===== config.mk =====
export PLATFORM = sky130hd
export DESIGN_NAME = bram_port_arbiter_flat
export DESIGN_NICKNAME = d
export VERILOG_FILES = /design/src/rtl/bram_port_arbiter_if.sv /design/src/rtl/bram_port_arbiter.sv /design/src/flat_wrapper.sv
export SDC_FILE = /design/constraint.sdc
export NUM_CORES = 1
export LEC_CHECK = 0
export CELL_PAD_IN_SITES_DETAIL_PLACEMENT = 0
export CELL_PAD_IN_SITES_GLOBAL_PLACEMENT = 1
export CORE_UTILIZATION = 32
export CTS_CLUSTER_DIAMETER = 150
export CTS_CLUSTER_SIZE = 40
export DETAILED_ROUTE_END_ITERATION = 10
export PLACE_DENSITY_LB_ADDON = 0.1
export SLEW_MARGIN = 30
export SYNTH_ARGS = -nofsm -noshare
export SYNTH_HDL_FRONTEND = slang
export SYNTH_SLANG_ARGS = --single-unit

===== constraint.sdc =====
create_clock -name axi_clock -period 3.5 [get_ports axi_clock]
set_clock_uncertainty 0.1 [all_clocks]
set_input_delay 0.875 -clock axi_clock [delete_from_list [all_inputs] [get_ports axi_clock]]
set_output_delay 0.875 -clock axi_clock [all_outputs]
set_load 0.02 [all_outputs]

===== src/rtl/bram_port_arbiter_if.sv =====
// Requester-side bus of the two-port BRAM arbiter: per-requester request
// handshake plus the shared, per-requester-qualified read response.
interface bram_port_arbiter_if #(
  parameter int DATA_WIDTH = 32,
  parameter int ADDR_WIDTH = 10
);
  logic [1:0]              req_valid;
  logic [1:0]              req_ready;
  logic [1:0]              req_we;
  logic [2*ADDR_WIDTH-1:0] req_addr;
  logic [2*DATA_WIDTH-1:0] req_din;
  logic [1:0]              rsp_valid;
  logic [DATA_WIDTH-1:0]   rsp_dout;

  modport master (
    output req_valid, req_we, req_addr, req_din,
    input  req_ready, rsp_valid, rsp_dout
  );

  modport slave (
    input  req_valid, req_we, req_addr, req_din,
    output req_ready, rsp_valid, rsp_dout
  );
endinterface


===== src/rtl/bram_port_arbiter.sv =====
// Round-robin arbiter sharing one BRAM port between two requesters, with
// bounded bursts per grant and a latency-matched read-response pipeline.
module bram_port_arbiter #(
  parameter int DATA_WIDTH   = 32,
  parameter int ADDR_WIDTH   = 10,
  parameter int MAX_BURST    = 4,
  parameter int READ_LATENCY = 1
) (
  input  logic                  axi_clock,
  input  logic                  axil_arst_n,
  bram_port_arbiter_if.slave    req_bus,
  output logic [ADDR_WIDTH-1:0] bram_addr,
  output logic [DATA_WIDTH-1:0] bram_din,
  output logic                  bram_we,
  input  logic [DATA_WIDTH-1:0] bram_dout
);

  localparam int       LAST        = READ_LATENCY - 1;
  localparam logic [3:0] BURST_LIMIT = 4'(MAX_BURST);

  typedef enum logic [1:0] {
    IDLE   = 2'd0,
    GRANT0 = 2'd1,
    GRANT1 = 2'd2
  } state_t;

  state_t                state_r;
  state_t                state_s;
  logic                  rr_r;
  logic                  rr_s;
  logic [3:0]            burst_cnt_r;
  logic [3:0]            burst_cnt_s;
  logic [1:0]            ready_s;
  logic                  hs_s;
  logic                  hs_id_s;
  logic                  gid_s;
  logic                  pick_s;

  logic                  sel_we_s;
  logic [ADDR_WIDTH-1:0] sel_addr_s;
  logic [DATA_WIDTH-1:0] sel_din_s;

  logic                  rd_issue_v_r;
  logic                  rd_issue_id_r;
  logic [LAST:0]         pipe_v_r;
  logic [LAST:0]         pipe_id_r;
  logic [DATA_WIDTH-1:0] rsp_hold_r;

  // Arbitration FSM: next state, round-robin pointer, burst counter, ready.
  always_comb begin
    state_s     = state_r;
    rr_s        = rr_r;
    burst_cnt_s = burst_cnt_r;
    ready_s     = 2'b00;
    hs_s        = 1'b0;
    hs_id_s     = 1'b0;
    gid_s       = 1'b0;
    pick_s      = 1'b0;
    case (state_r)
      IDLE: begin
        if (|req_bus.req_valid) begin
          pick_s      = req_bus.req_valid[rr_r] ? rr_r : ~rr_r;
          state_s     = pick_s ? GRANT1 : GRANT0;
          burst_cnt_s = 4'd0;
        end else begin
          state_s = IDLE;
        end
      end
      GRANT0, GRANT1: begin
        gid_s          = (state_r == GRANT1);
        ready_s[gid_s] = 1'b1;
        hs_s           = req_bus.req_valid[gid_s];
        hs_id_s        = gid_s;
        // Leave on release, or when this handshake completes the burst.
        if (!req_bus.req_valid[gid_s] || (burst_cnt_r + 4'd1 == BURST_LIMIT)) begin
          rr_s        = ~gid_s;
          burst_cnt_s = 4'd0;
          if (req_bus.req_valid[~gid_s]) begin
            state_s = gid_s ? GRANT0 : GRANT1;
          end else begin
            state_s = IDLE;
          end
        end else begin
          burst_cnt_s = burst_cnt_r + 4'd1;
        end
      end
      default: begin
        state_s     = IDLE;
        burst_cnt_s = 4'd0;
      end
    endcase
  end

  // FSM state, pointer and burst counter registers.
  always_ff @(posedge axi_clock or negedge axil_arst_n) begin
    if (!axil_arst_n) begin
      state_r     <= IDLE;
      rr_r        <= 1'b0;
      burst_cnt_r <= 4'd0;
    end else begin
      state_r     <= state_s;
      rr_r        <= rr_s;
      burst_cnt_r <= burst_cnt_s;
    end
  end

  // Mux the granted requester's access fields.
  always_comb begin
    sel_we_s   = 1'b0;
    sel_addr_s = {ADDR_WIDTH{1'b0}};
    sel_din_s  = {DATA_WIDTH{1'b0}};
    if (hs_id_s) begin
      sel_we_s   = req_bus.req_we[1];
      sel_addr_s = req_bus.req_addr[2*ADDR_WIDTH-1:ADDR_WIDTH];
      sel_din_s  = req_bus.req_din[2*DATA_WIDTH-1:DATA_WIDTH];
    end else begin
      sel_we_s   = req_bus.req_we[0];
      sel_addr_s = req_bus.req_addr[ADDR_WIDTH-1:0];
      sel_din_s  = req_bus.req_din[DATA_WIDTH-1:0];
    end
  end

  // BRAM port register: address/data hold between accesses, we pulses.
  always_ff @(posedge axi_clock or negedge axil_arst_n) begin
    if (!axil_arst_n) begin
      bram_addr <= {ADDR_WIDTH{1'b0}};
      bram_din  <= {DATA_WIDTH{1'b0}};
      bram_we   <= 1'b0;
    end else if (hs_s) begin
      bram_addr <= sel_addr_s;
      bram_din  <= sel_din_s;
      bram_we   <= sel_we_s;
    end else begin
      bram_we   <= 1'b0;
    end
  end

  // Read tracking: the issue stage aligns with bram_addr, then READ_LATENCY
  // stages follow the BRAM so the last stage lines up with bram_dout.
  always_ff @(posedge axi_clock or negedge axil_arst_n) begin
    if (!axil_arst_n) begin
      rd_issue_v_r  <= 1'b0;
      rd_issue_id_r <= 1'b0;
      pipe_v_r      <= {READ_LATENCY{1'b0}};
      pipe_id_r     <= {READ_LATENCY{1'b0}};
    end else begin
      rd_issue_v_r  <= hs_s & ~sel_we_s;
      rd_issue_id_r <= hs_id_s;
      pipe_v_r[0]   <= rd_issue_v_r;
      pipe_id_r[0]  <= rd_issue_id_r;
      for (int i = 1; i < READ_LATENCY; i++) begin
        pipe_v_r[i]  <= pipe_v_r[i-1];
        pipe_id_r[i] <= pipe_id_r[i-1];
      end
    end
  end

  // Keep the last delivered word so rsp_dout is stable between strobes.
  always_ff @(posedge axi_clock or negedge axil_arst_n) begin
    if (!axil_arst_n) begin
      rsp_hold_r <= {DATA_WIDTH{1'b0}};
    end else if (pipe_v_r[LAST]) begin
      rsp_hold_r <= bram_dout;
    end else begin
      rsp_hold_r <= rsp_hold_r;
    end
  end

  assign req_bus.req_ready = ready_s;
  assign req_bus.rsp_valid = {pipe_v_r[LAST] & pipe_id_r[LAST],
                              pipe_v_r[LAST] & ~pipe_id_r[LAST]};
  assign req_bus.rsp_dout  = pipe_v_r[LAST] ? bram_dout : rsp_hold_r;

endmodule


===== src/flat_wrapper.sv =====
// flat-port wrapper written by rule: the top's interface ports become plain ports
module bram_port_arbiter_flat 
#(
  parameter int DATA_WIDTH   = 32,
  parameter int ADDR_WIDTH   = 10,
  parameter int MAX_BURST    = 4,
  parameter int READ_LATENCY = 1
)
  (axi_clock, axil_arst_n, bram_addr, bram_din, bram_we, bram_dout, req_bus_req_valid, req_bus_req_we, req_bus_req_addr, req_bus_req_din, req_bus_req_ready, req_bus_rsp_valid, req_bus_rsp_dout);
  bram_port_arbiter_if #(.DATA_WIDTH(DATA_WIDTH), .ADDR_WIDTH(ADDR_WIDTH)) req_bus_i ();
  input  logic axi_clock;
  input  logic axil_arst_n;
  output logic [ADDR_WIDTH-1:0] bram_addr;
  output logic [DATA_WIDTH-1:0] bram_din;
  output logic bram_we;
  input  logic [DATA_WIDTH-1:0] bram_dout;
  input wire logic [$bits(req_bus_i.req_valid)-1:0] req_bus_req_valid;
  input wire logic [$bits(req_bus_i.req_we)-1:0] req_bus_req_we;
  input wire logic [$bits(req_bus_i.req_addr)-1:0] req_bus_req_addr;
  input wire logic [$bits(req_bus_i.req_din)-1:0] req_bus_req_din;
  output wire logic [$bits(req_bus_i.req_ready)-1:0] req_bus_req_ready;
  output wire logic [$bits(req_bus_i.rsp_valid)-1:0] req_bus_rsp_valid;
  output wire logic [$bits(req_bus_i.rsp_dout)-1:0] req_bus_rsp_dout;
  assign req_bus_i.req_valid = req_bus_req_valid;
  assign req_bus_i.req_we = req_bus_req_we;
  assign req_bus_i.req_addr = req_bus_req_addr;
  assign req_bus_i.req_din = req_bus_req_din;
  assign req_bus_req_ready = req_bus_i.req_ready;
  assign req_bus_rsp_valid = req_bus_i.rsp_valid;
  assign req_bus_rsp_dout = req_bus_i.rsp_dout;
  bram_port_arbiter #(.DATA_WIDTH(DATA_WIDTH), .ADDR_WIDTH(ADDR_WIDTH), .MAX_BURST(MAX_BURST), .READ_LATENCY(READ_LATENCY)) u_core (.axi_clock(axi_clock), .axil_arst_n(axil_arst_n), .req_bus(req_bus_i), .bram_addr(bram_addr), .bram_din(bram_din), .bram_we(bram_we), .bram_dout(bram_dout));
endmodule

**After elaboration in Yosys (flattened, before gate mapping)**

Index checks and enable logic that the tools add are counted.

- Input port bits: 122
- Output and inout bits: 79
- Flip-flop bits (word level): 86
- Logic and storage cells: 61

- Add/subtract/negate cells: 1
- Bitwise gates (word level): 7
- Order comparisons: 4
- Reduce and logical (&&, ||, !) cells: 7
- Eq/ne operators: 5
- Mux-type cells: 26

Operators with widths:

| kind | number |
|---|---|
| $mux 32 | 2 |
| $mux 1 | 12 |
| $mux 2 | 6 |
| $mux 10 | 1 |
| $mux 4 | 2 |
| $pmux 4 s2 | 1 |
| $lt 1x2->1 const B | 3 |
| $add 4x1->4 const B | 1 |
| $eq 4x3->1 const B | 1 |
| $ne 2x1->1 const B | 2 |
| $not 1->1 | 4 |
| $pmux 2 s2 | 1 |
| $reduce_or 2->1 | 2 |
| $and 1x1->1 | 3 |
| $eq 2x1->1 const B | 1 |
| $eq 2x2->1 const B | 1 |
| $logic_not 2->1 | 1 |
| $reduce_and 2->1 | 1 |
| $demux 1 s1 | 1 |
| $ge 1x1->1 const B | 1 |
| $logic_and 1x1->1 | 1 |
| $logic_not 1->1 | 1 |
| $logic_or 1x1->1 | 1 |

**Logic depth before layout (Yosys ltp)**

Gate-level depths: netlist of the first run.

- Word-level depth: 7
- Gate-level depth with buffers: 8

**Worst setup path after synthesis of the first run**

OpenSTA, ideal clock, no wires.

- Kind: input -> output
- Start point: input port bram_dout[0]
- End point: output port req_bus_rsp_dout[0]
- Required time: 2.525 ns
- Data arrival time: 1.186 ns
- Path buffers: 0
- Setup slack: 1.339 ns
- Stages: 1
- Cell sequence: mux2_2

- Word-level cells in the longest chain between the ends: 1

RTL lines:

| item | RTL line | RTL |
|---|---|---|
| start: declaration | flat_wrapper.sv:16 | `input logic [DATA_WIDTH-1:0] bram_dout;` |
| $mux 32 | bram_port_arbiter.sv:172 | `assign req_bus.rsp_dout = pipe_v_r[LAST] ? bram_dout : rsp_hold_r;` |
| end: declaration | flat_wrapper.sv:23 | `output wire logic [$bits(req_bus_i.rsp_dout)-1:0] req_bus_rsp_dout;` |

Every way passes these cells.

**Worst setup path after layout of the first run**

- Start point: input port bram_dout[18]
- End point: output port req_bus_rsp_dout[18]

Same word-level chain as after synthesis.

==> impl_metrics.ini, run 1 <==
[synth]
synth_area_leader_cell = dfrtp_1
syn_inst = 310
yosysWarningCount = 0
synth_area_leaders = dfrtp_1 (57%), mux2i_1 (11%), mux2_2 (10%)
async_reset_ff_share_pct = 100
yosys-top-cells-count = dfrtp_1 (86), nand2_1 (44), mux2i_1 (43), o21ai_1 (41), mux2_2 (34)
syn_nets = 438
synthesis.area_um2 = 3800
synth-seq-area-share_pct = 56.7
ys_ff_latch = 86
yosys.cell_count.top_type = dfrtp_1
synth-edff-count = 0
netlist.area_leader.share_pct = 56.7
syn_avg_cell_area_um2 = 12.3
yosysUniqueCellTypes = 35
synth_ff_type = dfrtp_1

[routing]
via_count = 2947
drt-total-wl_um = 9670
routedWlPerCell_um = 14.8
drtIter0Drc = 132
drc = 33
postRouteAntennaNets = 0
dr.pass1.iters = 7
vias_per_cell = 4.51

[global_route]
antenna_found_initial = 0
grt_start_max_net_pins = 60
grt_overflow_total = 0
grt_pass1_vias = 3082
grt_usage_pct = 16.6
grt_pass1_wl_um = 15800

[clock_network]
clk_pin_slew_worst_paths_ns = 0.06
clockBufferDepth = 2
postCtsSetupRepairBufs = 0
post_cts_resized = 0
clockRootBuffer = clkbuf_16
cts_tree = built
numCtsBuffers = 9
cts_hold_buf = 0
ctsHtreeMaxLevel = 3
clk_latency_ns = 0.33
cts_num_sinks = 86

[setup_path]
r2r_start = u_core.state_r[0]
cpLargestDelayFamily = buffers and inverters
path_class = input pin to output pin
cp-end-kind = output pin
arrival_ns = 2.12
crit_buf_inv = 2
crit_path_frequent_cell = clkdlybuf4s50_1
crit_required_ns = 2.52
max_stage_delay_ns = 0.54
worstSetupStartpointType = input pin
crit_path_top_delay_cell = clkdlybuf4s50_1
crit_fanout = 2
startpoint = bram_dout[18]
path_cells = clkdlybuf4s50_1 > mux2_2 > clkdlybuf4s50_1

[sta]
fin_crit_ns = 3.09
slew_headroom_pct = 46.7
setup_viol = 0
fin_setup_tns_ns = 0
fmax_ghz = 0.323
timing.final.ws_setup_ns = 0.406
hold_viol = 0
report.final.slew_viol_count = 0
rsz0062_at_grt = false
fin_crit_sh_pct = 88.4
max_slew.worst_pin.slew_ns = 0.799

[die]
die_y_um = 111
rows = 39
coreArea_um2 = 11500
die_area_um2 = 12300
ios = 201
start_util_pct = 33.0
chipWidth_um = 111

[power]
combPwrFrac_pct = 55.8
clock_power_share_pct = 15.2
power_density_nw_per_um2 = 930
leakagePower_nw = 2.63
power_w = 0.00576
p_seq_share_pct = 29.0
p_int_w = 0.00356
vdd.ir_drop.worst_uv = 421
power_switching_w = 0.00220
swShare_pct = 38.2

[placement]
placed_cells = 639
dp_hpwl_um = 7180
place_ws_ns = 0.418
numPortBuffers = 200
gp_congestion = 0.702

[final_layout]
final-instance-count-excl-fill = 654
utilization_pct = 53.8
diodes = 0
drive_gt1_share_pct = 11.5
nets = 635
seq_area_um2 = 2150
multi_input_area_um2 = 1530
fillCellCount = 1056
syn2layout_area_growth_pct = 63.0

[run_status]
outcome = finished with violations
failed_checks = DRC

[hold_path]
min-delay-start = u_core.rd_issue_id_r
hold_path_class = register to register

[run]
max_cap_violations = 0
==> stage by stage <==
step | area (um2) | hold WS, ns
floorplan | 3800 | 0.231
global placement | 5920 | 0.231
detailed placement | 5920 | 0.236
CTS | 6190 | 0.253
global route | 6190 | 0.267
finish | 6190 | 0.248
==> layout make-up <==
type	instances	share of cell area [%]
clock buffer	14	4.26
clock inverter	1	0.0808
inverter	4	0.242
multi-input combinational	201	24.7
sequential	86	34.8
tap	143	2.89
timing repair buffer	205	33.1
==> cells in the final DEF (no fill, tap or decap), types with 2 or more instances in the layout <==
cell type,Yosys,routed
a21oi_1,2,2
a22o_1,2,2
and3_1,2,2
buf_4,6,5
clkbuf_1,3,3
clkbuf_16,0,9
clkbuf_8,0,2
clkdlybuf4s50_1,0,199
dfrtp_1,86,86
ha_1,6,5
inv_1,4,4
mux2_2,34,34
mux2_4,2,2
mux2i_1,43,43
nand2_1,44,44
nand2b_1,3,3
nor2b_1,2,2
o21ai_0,3,3
o21ai_1,41,41
==> state kept, by name (all words and copies together) (netlist names) <==
name	count
u_core.rd_issue_id_r	1
u_core.rd_issue_v_r	1
u_core.pipe_id_r	1
u_core.rsp_hold_r	32
u_core.bram_we	1
u_core.rr_r	1
u_core.bram_addr	10
u_core.burst_cnt_r	4
u_core.bram_din	32
u_core.pipe_v_r	1
u_core.state_r	2
==> worst reg2reg max path, delay by kind of cell (launching register included) <==
family | cells | cell delay [ns]
AND/OR/NAND/NOR | 1 | 0.23
flip-flops | 1 | 0.41
buffers and inverters | 2 | 0.74
multiplexers | 1 | 0.26
AO/OA/AOI/OAI | 1 | 0.07
adder cells (fa/ha/maj) | 1 | 0.20
==> layer usage <==
layer	vias to the layer above	routed length [um]	share of wire [%]	GRT usage, %
met4	0	155	1.6	7.12
met1	1353	3980	41	19.6
li1	1462	-	-	-
met5	-	0	0	0
met3	11	902	9.3	4.65
met2	121	4630	48	28.1
==> worst paths after layout <==
kind,end,slack [ns],cells after the start
min in group asynchronous,u_core.rsp_hold_r[11],0.47,1
max in group asynchronous,u_core.bram_addr[6],2.09,2
worst min register to register,u_core.pipe_id_r,0.25,0
worst max-delay path,req_bus_rsp_dout[18],0.41,3
worst min-delay path,u_core.pipe_id_r,0.25,0
worst max register to register,u_core.state_r[1],1.37,6
==> power groups by stage <==
stage / clock network [W] / registers [W] / logic (W)
detailed placement: 0 / 0.00169 / 0.00327
floorplan: 0 / 0.00195 / 0.00162
CTS: 0.000904 / 0.00168 / 0.00327
global route: 0.000948 / 0.00173 / 0.00348
global placement: 0 / 0.00167 / 0.00323
finish: 0.000876 / 0.00167 / 0.00321
==> cells by family after synthesis <==
logic type	count (synthesis)	synth area share [%]
AO/OA/AOI/OAI	54	8.10
XOR/XNOR	1	0.231
adder cells (fa/ha/maj)	6	1.98
buffers and inverters	23	3.19
flip-flops	86	56.7
multiplexers	79	22.2
AND/OR/NAND/NOR	61	7.64
Power figures use the tool's default switching activity.
==> inputs of run 2 (changes only) <==
--- a/config.mk
+++ b/config.mk
@@ -10,5 +10,5 @@
 export CORE_UTILIZATION = 32
 export CTS_CLUSTER_DIAMETER = 150
-export CTS_CLUSTER_SIZE = 40
+export CTS_CLUSTER_SIZE = 12
 export DETAILED_ROUTE_END_ITERATION = 10
 export PLACE_DENSITY_LB_ADDON = 0.1
--- a/constraint.sdc
+++ b/constraint.sdc
@@ -3,3 +3,3 @@
 set_input_delay 0.875 -clock axi_clock [delete_from_list [all_inputs] [get_ports axi_clock]]
 set_output_delay 0.875 -clock axi_clock [all_outputs]
-set_load 0.02 [all_outputs]
+set_load 0.05 [all_outputs]
==> impl_metrics.ini, run 2 (synthesized netlist as in run 1, its figures left out) <==
[die]
ios = 201
start_util_pct = 33.0
die_y_um = 111
coreArea_um2 = 11500
rows = 39
chipWidth_um = 111
die_area_um2 = 12300

[setup_path]
crit_fanout = 4
arrival_ns = 1.85
worstSetupStartpointType = register
cp-end-kind = output pin
reg2reg_to = u_core.state_r[1]
r2r_slack_ns = 1.41
path_class = register to output pin
r2r_cells = 6
crit_required_ns = 2.52
r2r_start = u_core.state_r[0]

[sta]
fin_crit_sh_pct = 80.7
report.final.slew_viol_count = 0
fmax_ghz = 0.354
max_slew.worst_pin.slew_ns = 0.779
hold_slack_ns = 0.260
slew_headroom_pct = 48.1
fin_crit_ns = 2.82
hold_viol = 0
setup_viol = 0
fin_setup_tns_ns = 0
rsz0062_at_grt = false

[clock_network]
postCtsSetupRepairBufs = 0
numCtsBuffers = 9
cts_hold_buf = 0
post_cts_resized = 0
ctsHtreeMaxLevel = 3
clk_pin_slew_worst_paths_ns = 0.06
clk_latency_ns = 0.33
clockRootBuffer = clkbuf_16
clockBufferDepth = 2
cts_num_sinks = 86
cts_tree = built

[global_route]
antenna_found_initial = 0
grt_overflow_total = 0
grt_pass1_wl_um = 15700
grt_usage_pct = 16.5
grt_pass1_vias = 3117
grt_start_max_net_pins = 58

[final_layout]
drive_gt1_share_pct = 18.4
final_cell_mix = clkdlybuf4s50_1 (167), dfrtp_1 (86), nand2_1 (44)
diodes = 0
reg_top3 = u_core.bram_din (32), u_core.rsp_hold_r (32), u_core.bram_addr (10)
syn2layout_area_growth_pct = 61.7
nets = 635
final_common_cell = clkdlybuf4s50_1
fillCellCount = 1043
stdcell_area_um2 = 6140

[routing]
postRouteAntennaNets = 0
routedWlPerCell_um = 14.5
via_count = 2999
dr.pass1.iters = 7
drc = 33
vias_per_cell = 4.58
drtIter0Drc = 105
drt-total-wl_um = 9510

[hold_path]
min-delay-start = u_core.rd_issue_id_r
hold_path_depth = 0
hold_path_class = register to register
min_to = u_core.pipe_id_r

[placement]
numPortBuffers = 200
gp_congestion = 0.717
place_area_um2 = 5860
dp_hpwl_um = 7110

[run_status]
outcome = finished with violations
failed_checks = DRC

[run]
max_cap_violations = 0

[power]
vdd.ir_drop.worst_uv = 382
power_density_nw_per_um2 = 1110
leakagePower_nw = 2.68
## run 2: layout make-up
type	instances	area, um2	area share (%)
clock buffers	13	270	4.40
clock inverters	3	17.5	0.285
inverters	4	15.0	0.244
multi-input cells	201	1530	24.9
flip-flops and latches	86	2150	35.0
well taps	143	179	2.91
repair buffers	205	1980	32.3
## run 2: worst max-delay path, cell delays in order, from the launching register on
cell             delay [ns]
dfrtp_1                0.41
inv_1                  0.09
ha_2                   0.20
clkdlybuf4s50_1        0.82
## run 2: metrics by stage
| step | setup WS, ns | util (%) | total power [W] | instances |
|---|---|---|---|---|
| 6_report | 0.675 | 53.3 | 0.00683 | 655 |
| 5_1_grt | 0.583 | 53.3 | 0.00721 | 655 |
| 4_1_cts | 0.646 | 53.3 | 0.00693 | 655 |
| 3_5_place_dp | 0.761 | 50.8 | 0.00600 | 639 |
| 3_3_place_gp | 0.764 | 50.8 | 0.00594 | 639 |
| 2_1_floorplan | 1.03 | - | 0.00470 | 310 |
## run 2: worst max path at each step
| stage | startpoint | endpoint | slack (ns) | cells past startpoint |
|---|---|---|---|---|
| 6_report | u_core.state_r[0] | req_bus_req_ready[1] | 0.68 | 3 |
| 3_3_place_gp | bram_dout[16] | req_bus_rsp_dout[16] | 0.76 | 3 |
| 5_1_grt | u_core.pipe_v_r | req_bus_rsp_valid[0] | 0.58 | 3 |
| 3_5_place_dp | bram_dout[10] | req_bus_rsp_dout[10] | 0.76 | 3 |
| 2_1_floorplan | u_core.pipe_v_r | req_bus_rsp_valid[0] | 1.03 | 3 |
| 4_1_cts | u_core.pipe_v_r | req_bus_rsp_valid[0] | 0.65 | 3 |
## run 2: metal layers
| layer | global-route usage (%) | wire [um] | vias to the layer above |
|---|---|---|---|
| met4 | 5.75 | 102 | 0 |
| met2 | 28.4 | 4650 | 119 |
| met1 | 19.3 | 3960 | 1407 |
| met5 | 0 | 0 | - |
| li1 | - | - | 1466 |
| met3 | 5.19 | 794 | 7 |
## run 2: power breakdown
| group | internal, W | switching [W] |
|---|---|---|
| clock | 0.000537 | 0.000372 |
| combinational | 0.00148 | 0.00277 |
| sequential | 0.00147 | 0.000194 |
| total | 0.00349 | 0.00333 |
